## config.mk

```make
export PLATFORM = sky130hd
export DESIGN_NAME = sa_tile_sequencer
export DESIGN_NICKNAME = d
export VERILOG_FILES = /design/src/rtl/sa_tile_sequencer.sv
export SDC_FILE = /design/constraint.sdc
export NUM_CORES = 2
export LEC_CHECK = 0
export ABC_CLOCK_PERIOD_IN_PS = 17580
export BUFFER_PORTS_ARGS = -buffer_cell sky130_fd_sc_hd__buf_2
export CAP_MARGIN = 5
export CORE_ASPECT_RATIO = 0.6
export CORE_UTILIZATION = 55
export DETAILED_ROUTE_END_ITERATION = 10
export MAX_ROUTING_LAYER = met4
export PLACE_DENSITY = 0.83
export SETUP_SLACK_MARGIN = 0.05
export SLEW_MARGIN = 40
export SYNTH_ARGS = -nofsm -noshare
export SYNTH_HDL_FRONTEND = slang
export SYNTH_SLANG_ARGS = --single-unit
```

## constraint.sdc

```tcl
create_clock -name clk -period 17.58 [get_ports clk]
set_clock_uncertainty 0.1 [all_clocks]
set_input_delay 3.516 -clock clk [delete_from_list [all_inputs] [get_ports clk]]
set_output_delay 3.516 -clock clk [all_outputs]
set_load 0.03 [all_outputs]
```

## src/rtl/sa_tile_sequencer.sv

```systemverilog
// Input FIFO, tile fire sequencer and per-lane skew line for a ROWS x COLS systolic array.
// A tile pops cfg_k beats into the skew line, then injects ROWS+COLS-1 zero fires to drain it.

module sa_skew_lane #(
  parameter int W      = 8,
  parameter int STAGES = 1
) (
  input  logic         clk,
  input  logic         rstn,
  input  logic         en,
  input  logic         clr,
  input  logic [W-1:0] din,
  output logic [W-1:0] dout
);
  logic [STAGES-1:0][W-1:0] sr_q, sr_d;

  always_comb begin
    sr_d = sr_q;
    if (clr) begin
      sr_d = '0;
    end else if (en) begin
      sr_d[0] = din;
      for (int i = 1; i < STAGES; i++) sr_d[i] = sr_q[i-1];
    end
  end

  always_ff @(posedge clk) begin
    if (!rstn) sr_q <= '0;
    else       sr_q <= sr_d;
  end

  assign dout = sr_q[STAGES-1];
endmodule

module sa_tile_sequencer #(
  parameter int ROWS    = 8,
  parameter int COLS    = 8,
  parameter int INWIDTH = 8,
  parameter int DEPTH   = 16,
  parameter int KMAXW   = 16
) (
  input  logic                       clk,
  input  logic                       rstn,
  input  logic                       in_valid,
  output logic                       in_ready,
  input  logic [ROWS*INWIDTH-1:0]    in_a,
  input  logic [COLS*INWIDTH-1:0]    in_w,
  input  logic                       tile_start,
  input  logic [KMAXW-1:0]           cfg_k,
  input  logic                       cfg_accum,
  input  logic                       flush,
  output logic                       arr_fire,
  output logic                       arr_clr,
  output logic [ROWS*INWIDTH-1:0]    arr_a,
  output logic [COLS*INWIDTH-1:0]    arr_w,
  output logic                       tile_done,
  input  logic                       done_ack,
  output logic                       busy,
  output logic                       err,
  output logic [$clog2(DEPTH):0]     fifo_cnt
);
  localparam int AW  = ROWS*INWIDTH;
  localparam int WW  = COLS*INWIDTH;
  localparam int EW  = AW + WW;
  localparam int PW  = $clog2(DEPTH);
  localparam int CW  = PW + 1;
  localparam int NFL = ROWS + COLS - 1;
  localparam int FLW = $clog2(NFL + 1);
  localparam logic [FLW-1:0] FL_LAST = FLW'(NFL - 1);

  typedef enum logic [1:0] {S_IDLE, S_FIRE, S_FLUSH, S_DONE} state_t;

  state_t            state_q, state_d;
  logic [PW-1:0]     wr_ptr_q, wr_ptr_d, rd_ptr_q, rd_ptr_d;
  logic [CW-1:0]     cnt_q, cnt_d;
  logic [KMAXW-1:0]  k_cnt_q, k_cnt_d, cfg_k_q, cfg_k_d;
  logic [FLW-1:0]    fl_cnt_q, fl_cnt_d;
  logic              fire_q, fire_d, clr_q, clr_d, err_q, err_d;
  logic              push, pop;
  logic [EW-1:0]     head, skew_din;
  logic [EW-1:0]     mem_q [DEPTH];

  assign in_ready = (cnt_q != CW'(DEPTH));
  assign head     = mem_q[rd_ptr_q];

  always_comb begin
    state_d  = state_q;
    k_cnt_d  = k_cnt_q;
    cfg_k_d  = cfg_k_q;
    fl_cnt_d = fl_cnt_q;
    fire_d   = 1'b0;
    clr_d    = 1'b0;
    err_d    = 1'b0;
    pop      = 1'b0;
    skew_din = '0;
    push     = in_valid && in_ready && !flush;

    unique case (state_q)
      S_IDLE: begin
        if (tile_start) begin
          if (cfg_k == '0) begin
            err_d = 1'b1;
          end else begin
            cfg_k_d  = cfg_k;
            k_cnt_d  = '0;
            fl_cnt_d = '0;
            clr_d    = !cfg_accum;
            state_d  = S_FIRE;
          end
        end
      end
      S_FIRE: begin
        if (cnt_q != '0) begin
          pop      = 1'b1;
          fire_d   = 1'b1;
          skew_din = head;
          k_cnt_d  = k_cnt_q + KMAXW'(1);
          if (k_cnt_d == cfg_k_q) state_d = S_FLUSH;
        end
      end
      S_FLUSH: begin
        // zeros drain the skew line; FIFO stays untouched
        fire_d   = 1'b1;
        fl_cnt_d = fl_cnt_q + FLW'(1);
        if (fl_cnt_q == FL_LAST) state_d = S_DONE;
      end
      S_DONE: begin
        if (done_ack && tile_done) state_d = S_IDLE;
      end
      default: state_d = S_IDLE;
    endcase

    if (flush) begin
      state_d = S_IDLE;
      pop     = 1'b0;
      fire_d  = 1'b0;
      clr_d   = 1'b0;
      err_d   = 1'b0;
    end

    wr_ptr_d = push ? wr_ptr_q + PW'(1) : wr_ptr_q;
    rd_ptr_d = pop  ? rd_ptr_q + PW'(1) : rd_ptr_q;
    unique case ({push, pop})
      2'b10:   cnt_d = cnt_q + CW'(1);
      2'b01:   cnt_d = cnt_q - CW'(1);
      default: cnt_d = cnt_q;
    endcase
    if (flush) begin
      wr_ptr_d = '0;
      rd_ptr_d = '0;
      cnt_d    = '0;
    end
  end

  always_ff @(posedge clk) begin
    if (!rstn) begin
      state_q  <= S_IDLE;
      wr_ptr_q <= '0;
      rd_ptr_q <= '0;
      cnt_q    <= '0;
      k_cnt_q  <= '0;
      cfg_k_q  <= '0;
      fl_cnt_q <= '0;
      fire_q   <= 1'b0;
      clr_q    <= 1'b0;
      err_q    <= 1'b0;
    end else begin
      state_q  <= state_d;
      wr_ptr_q <= wr_ptr_d;
      rd_ptr_q <= rd_ptr_d;
      cnt_q    <= cnt_d;
      k_cnt_q  <= k_cnt_d;
      cfg_k_q  <= cfg_k_d;
      fl_cnt_q <= fl_cnt_d;
      fire_q   <= fire_d;
      clr_q    <= clr_d;
      err_q    <= err_d;
    end
  end

  // storage only; occupancy is tracked by the reset pointers/count
  always_ff @(posedge clk) begin
    if (push && rstn) mem_q[wr_ptr_q] <= {in_a, in_w};
  end

  for (genvar r = 0; r < ROWS; r++) begin : g_a
    sa_skew_lane #(.W(INWIDTH), .STAGES(r + 1)) u_lane (
      .clk  (clk),
      .rstn (rstn),
      .en   (fire_d),
      .clr  (flush),
      .din  (skew_din[WW + r*INWIDTH +: INWIDTH]),
      .dout (arr_a[r*INWIDTH +: INWIDTH])
    );
  end

  for (genvar c = 0; c < COLS; c++) begin : g_w
    sa_skew_lane #(.W(INWIDTH), .STAGES(c + 1)) u_lane (
      .clk  (clk),
      .rstn (rstn),
      .en   (fire_d),
      .clr  (flush),
      .din  (skew_din[c*INWIDTH +: INWIDTH]),
      .dout (arr_w[c*INWIDTH +: INWIDTH])
    );
  end

  // the final flush fire overlaps the first DONE cycle; hold tile_done off until it retires
  assign tile_done = (state_q == S_DONE) && !fire_q;
  assign busy      = (state_q != S_IDLE);
  assign arr_fire  = fire_q;
  assign arr_clr   = clr_q;
  assign err       = err_q;
  assign fifo_cnt  = cnt_q;
endmodule
```

==> Word level (Yosys, flattened, before mapping) <==
Memories as Yosys holds them, arrays and structs flattened. A register that Yosys moved wholly into a read port is not among the register bits.
Index checks and enable logic that the tools add are counted.
{ "classes": {"addsub": 6, "n_eq_ne": 14, "muxes": 27, "bitwise": 4, "reduce_logical": 22} }
{ "ops": {"columns": ["cell", "count"], "rows": [
  ["two-way mux 128 bit", 2],
  ["two-way mux 16 bit", 3],
  ["one-hot mux 16 bit (2 select lines)", 1],
  ["adder 16 x 1 -> 16 bit, second input constant", 1],
  ["== test 16 bit", 1],
  ["zero test 16 bit", 1],
  ["two-way mux 4 bit", 4],
  ["adder 4 x 1 -> 4 bit, second input constant", 3],
  ["two-way mux 2 bit", 6],
  ["inequality test 2 bit, second input constant", 6],
  ["one-hot mux 5 bit (2 select lines)", 1],
  ["one-hot mux 2 bit (4 select lines)", 1],
  ["one-hot mux 4 bit (2 select lines)", 1],
  ["nonzero test 2 bit", 4],
  ["two-way mux 1 bit", 7],
  ["== test 2 bit, second input constant", 3],
  ["AND reduction 3 bit", 2],
  ["AND reduction 6 bit", 1],
  ["adder 5 x 1 -> 5 bit, second input constant", 1],
  ["logical AND 1 bit", 5],
  ["inequality test 5 bit, second input constant", 1],
  ["nonzero test 5 bit", 1],
  ["OR reduction 5 bit", 1],
  ["subtractor 5 x 1 -> 5 bit, second input constant", 1],
  ["other kinds (9)", 15]
]} }
{ "word_totals": {"ff_bits": 630, "ram_bits": 2048, "inputBits": 151, "out_inout_bits": 139, "elab_cells": 156, "n_memories": 1} }
{ "memory_table": {"columns": ["name", "words", "width", "read_ports", "rd_clocked_by_memory_dff", "write_ports", "line_no", "rtl"], "rows": [
  ["mem_q", 16, 128, 1, 1, 1, "81", "logic [EW-1:0] mem_q [DEPTH];"]
]} }

==> Depth between registers and ports, before layout <==
{ "logic_depth": {"ltp_word": 6, "mapped_depth": 13, "mapped_depth_nobuf": 13} }

==> Cells and area by module <==
Synthesis repeated with hierarchy kept, for this count alone.
{ "unflattened": {"hier_cells": 5359, "hier_area_um2": 102578.4} }
{ "modules_own_cells": {"columns": ["module", "instances", "cells_each", "area_per_inst_um2", "seq_area_each_um2"], "rows": [
  ["sa_tile_sequencer", 1, 3373, 80760.0, 62660.1],
  ["sa_skew_lane at g_a[7].u_lane ...", 2, 215, 2364.8, 1281.2],
  ["sa_skew_lane at g_a[6].u_lane ...", 2, 189, 2085.8, 1121.1],
  ["sa_skew_lane at g_a[5].u_lane ...", 2, 164, 1796.7, 960.9],
  ["sa_skew_lane at g_a[4].u_lane ...", 2, 138, 1525.2, 800.8],
  ["sa_skew_lane at g_a[3].u_lane ...", 2, 112, 1233.7, 640.6],
  ["sa_skew_lane at g_a[2].u_lane ...", 2, 87, 955.9, 480.5],
  ["sa_skew_lane at g_a[1].u_lane ...", 2, 61, 654.4, 320.3],
  ["sa_skew_lane at g_a[0].u_lane ...", 2, 27, 292.8, 160.2]
]} }

==> Worst setup path after synthesis <==
Ideal clock, no wire load.
{ "synth_path": {"path_kind": "in2reg", "startpoint": "input flush", "endpoint": "memory mem_q[0][0] (netlist bit) (enable)", "t_arrival_ns": 12.759, "t_required_ns": 16.708, "slack_ns": 3.949, "path_stages": 5, "path_cell_list": "nand2b_1 > clkbuf_1 > nor2_1 > nand2_1 > nor3_1"} }
{ "synth_between": {"elab_chain_cells": 5} }
{ "synth_rtl": {"columns": ["element", "line_no", "rtl"], "rows": [
  ["start, declared", "51", "input logic flush,"],
  ["zero test 1 bit", "96", "push = in_valid && in_ready && !flush;"],
  ["logical AND 1 bit", "96", null],
  ["logical AND 1 bit", "183", "if (push && rstn) mem_q[wr_ptr_q] <= {in_a, in_w};"],
  ["two-way mux 1 bit", "183", null],
  ["two-way mux 1 bit (implied by the code)", "183", null],
  ["end, declared", "81", null]
]} }
Every way passes these cells.

==> Worst setup path in the final report <==
{ "layout_path": {"startpoint": "input rstn", "endpoint": "memory mem_q[13][63] (netlist bit) (enable)"} }
{ "layout_between": {"elab_chain_cells": 3} }
{ "layout_rtl": {"columns": ["element", "line_no", "rtl"], "rows": [
  ["start, declared", "43", "input logic rstn,"],
  ["logical AND 1 bit", "183", null],
  ["two-way mux 1 bit", "183", null],
  ["two-way mux 1 bit (implied by the code)", "183", null]
]} }
Every way passes these cells.

==> impl_metrics.env <==
export IMPL_synth_area_mm2=0.1002
export IMPL_cts_tree="done"
export IMPL_max_stage_delay_ps=700
export IMPL_via_per_inst=6.358
export IMPL_insertion_delay_ps=890
export IMPL_pwr_density_cell_mw_per_mm2=109.5
export IMPL_cp_depth=7
export IMPL_period_minus_slack_ps=7344
export IMPL_post_route_period_util=0.4178
export IMPL_cts_resized=0
export IMPL_clock_path_buffers=4
export IMPL_drt_wl_total_um=244300
export IMPL_rsz0062_at_grt="false"
export IMPL_ir_worst_vdd_uv=93.08
export IMPL_drtIter0Drc=7431
export IMPL_hold_start="g_a[4].u_lane.sr_q[21]"
export IMPL_ys_types=53
export IMPL_fin_nets=6041
export IMPL_dp_hpwl_um=130000
export IMPL_outcome="finished clean"
export IMPL_dieArea_mm2=0.1839
export IMPL_initial_core_util=0.5578
export IMPL_wl_met1_um=95080
export IMPL_path_clk_slew_ps=70
export IMPL_grt_usage=0.2711
export IMPL_synth_fp_nets=5908
export IMPL_endpoint_kind="flip-flop"
export IMPL_met3_length_um=27060
export IMPL_ant_nets=0
export IMPL_yosysWarnings=0
export IMPL_root_buffer="clkbuf_16"
export IMPL_routed_wl_met2_um=115800
export IMPL_cts_hold_buf=0
export IMPL_startpoint="rstn"
export IMPL_crit_top_cell="buf_6"
export IMPL_timing_slew_headroom=0.3792
export IMPL_holdPathEnd="g_a[4].u_lane.sr_q[29]"
export IMPL_drc=0
export IMPL_drtPass1Iterations=6
export IMPL_cts_htree_levels=4
export IMPL_ys_seq_area_frac=0.7407
export IMPL_portBuffers=289
export IMPL_grt_max_degree=157
export IMPL_crit_path_cell_trace="buf_2, nand2b_4, nor2_1, nand2_1, nor2_4, buf_6, buf_6"
export IMPL_crit_family="simple AND/OR/NAND/NOR gates"
export IMPL_wl_per_cell_um=28.80
export IMPL_setup_viol=0
export IMPL_synth_seq_cells=2682
export IMPL_cts_buffers=229
export IMPL_worst_pin_slew_ps=931.2
export IMPL_finalHoldViolations=0
export IMPL_p_leak_nw=33.87
export IMPL_drive_gt1_frac=0.2296
export IMPL_holdPathStages=2
export IMPL_hp_class="reg -> reg"
export IMPL_grt_pass1_wl_um=357900
export IMPL_cts_sinks=2682
export IMPL_crit_slowest_cell="buf_6"
export IMPL_die_x_um=552.9
export IMPL_final_max_slew_viol_count=0
export IMPL_fmax_mhz=136.2
export IMPL_grt_pass1_vias=53470
export IMPL_die_y_um=332.6
export IMPL_rr_endpoint="g_w[4].u_lane.sr_q[5]"
export IMPL_grt_overflow_total=0
export IMPL_gp_congestion=0.8602
export IMPL_antenna_found_initial=56
export IMPL_placementRows=120
export IMPL_crit_fanout=71
export IMPL_ff2ff_path_depth=9
export IMPL_synthCells=5739
export IMPL_post_route_util=0.6195
export IMPL_path_buf_inv=3
export IMPL_design_core_area_mm2=0.1796
export IMPL_top_layer_used="met4"
export IMPL_arrival_ps=7700
export IMPL_regToRegSetupSlack_ps=12100
export IMPL_worst_ep_required_time_ps=17930
export IMPL_vias=53930
export IMPL_critical_path_class="in -> reg"
export IMPL_area_growth_pct=11.06
export IMPL_pin_count=290
export IMPL_post_cts_repair_setup_buffers=0
export IMPL_drv_cap=0
export IMPL_syn_area_per_cell_um2=17.45
export IMPL_cp_start_kind="input pin"
export IMPL_fin_setup_tns_ps=0
==> cell usage in the layout, fill, tap and decap left out, drive strengths merged, types with 3 or more instances in the layout <==
master       n
a211oi       3
a21boi      22
a21oi      465
a22oi      130
and2         7
buf        372
bufinv      22
clkbuf     307
clkinv      73
clkinvlp    11
dfxtp      634
diode       41
edfxtp    2048
ha          17
inv         18
mux2i        5
mux4       640
nand2      965
nand2b       7
nand3       14
nand4        7
nor2       170
nor2b       14
nor3        14
nor4        13
o21a         4
o21ai       18
or3          4
or4          3
xnor2       16
xor2        14
==> cells by family (layout without fill, tap and decap cells) <==
kind of cell | count (synthesis) | after routing | synth area share
adder cells (fa/ha/maj) | 18 | 18 | 0.002324
flip-flops | 2682 | 2682 | 0.7407
other | 0 | 41 | 0
buffers and inverters | 480 | 803 | 0.02412
AND/OR/NAND/NOR | 1225 | 1225 | 0.04818
AO/OA/AOI/OAI | 659 | 659 | 0.03760
multiplexers | 645 | 645 | 0.1444
XOR/XNOR | 30 | 30 | 0.002623
==> synthesized netlist by cell type (all sizes together) <==
master / count / area (um^2)
fa: 1 / 20.02
o21a: 4 / 30.03
a21boi: 22 / 165.2
a211oi: 3 / 22.52
buf: 249 / 1548
mux2i: 5 / 50.05
o221a: 1 / 11.26
a21oi: 465 / 2327
xnor2: 16 / 140.1
and4: 1 / 8.760
nor3b: 2 / 15.01
a2111oi: 1 / 8.760
o21ai: 18 / 93.84
xor2: 14 / 122.6
nor3: 14 / 70.07
ha: 17 / 212.7
o22ai: 1 / 12.51
a22oi: 130 / 975.9
dfxtp: 634 / 12690
or2: 1 / 6.260
o2111ai: 2 / 17.52
o32ai: 1 / 8.760
clkbuf: 221 / 830.8
a21bo: 1 / 10.01
mux4: 640 / 14410
nor2b: 14 / 87.58
nand2: 965 / 3630
a31oi: 2 / 12.51
a21o: 2 / 15.01
nor4: 13 / 87.58
or4: 3 / 23.77
or3b: 1 / 8.760
nand2b: 7 / 43.79
or4b: 1 / 10.01
o211a: 2 / 20.02
o221ai: 2 / 17.52
edfxtp: 2048 / 61500
nor2: 170 / 638.1
o311ai: 2 / 17.52
nand4: 7 / 43.79
nand3: 14 / 75.07
nand4b: 1 / 8.760
and2: 7 / 43.79
inv: 10 / 37.54
or3: 4 / 25.02
==> metal layers <==
layer	track usage	vias up
met5	-	-
met4	0.07738	0
met3	0.05046	455
met2	0.4075	3601
met1	0.3832	27550
li1	-	22320
==> worst max path at each step <==
stage | end | slack (ps)
detailed placement | mem_q[13][96] | 9450
global route | mem_q[13][63] | 10040
floorplan | mem_q[0][0] | 3950
global placement | mem_q[13][96] | 9070
CTS | mem_q[13][97] | 10330
finish | mem_q[13][63] | 10240
==> worst min-delay path: stages (launching register included) <==
cell and delay, ps:
dfxtp_1 320, nand2_1 50, a21oi_1 50
==> sequential cells by signal, summed over array words and instances (netlist names), 5 cells and up, named ones only <==
name	flops
cfg_k_q	16
fifo_cnt	5
g_a.u_lane.dout	64
g_a.u_lane.sr_q	224
g_w.u_lane.dout	64
g_w.u_lane.sr_q	224
k_cnt_q	16
mem_q	2048
==> metrics by stage <==
step	setup slack, ps	std cells	hold WS (ps)	instance area (um^2)	power (W)
after floorplan	3949	5739	332.1	100200	0.007050
after global placement	9068	8002	334.5	103000	0.007143
after detailed placement	9453	8015	343.5	103400	0.007158
after CTS	10330	8436	316.7	111000	0.01222
after global routing	10040	8477	344.1	111200	0.01247
final	10240	8482	322.0	111200	0.01218
==> power by group <==
group	internal [W]	total (W)	switching, W
logic	0.0000500	0.000200	0.000149
registers	0.00682	0.00683	0.00000792
clock network	0.00286	0.00516	0.00229
==> area by class of cell <==
class | count | area [um^2]
diodes | 41 | 102.6
clock buffers | 307 | 6351
clock inverters | 114 | 1186
fillers | 11930 | 68330
inverters | 10 | 37.54
multi-input cells | 2577 | 23710
flip-flops and latches | 2682 | 74210
well taps | 2379 | 2977
repair buffers | 372 | 2675
(Power assumes the default switching activity.)
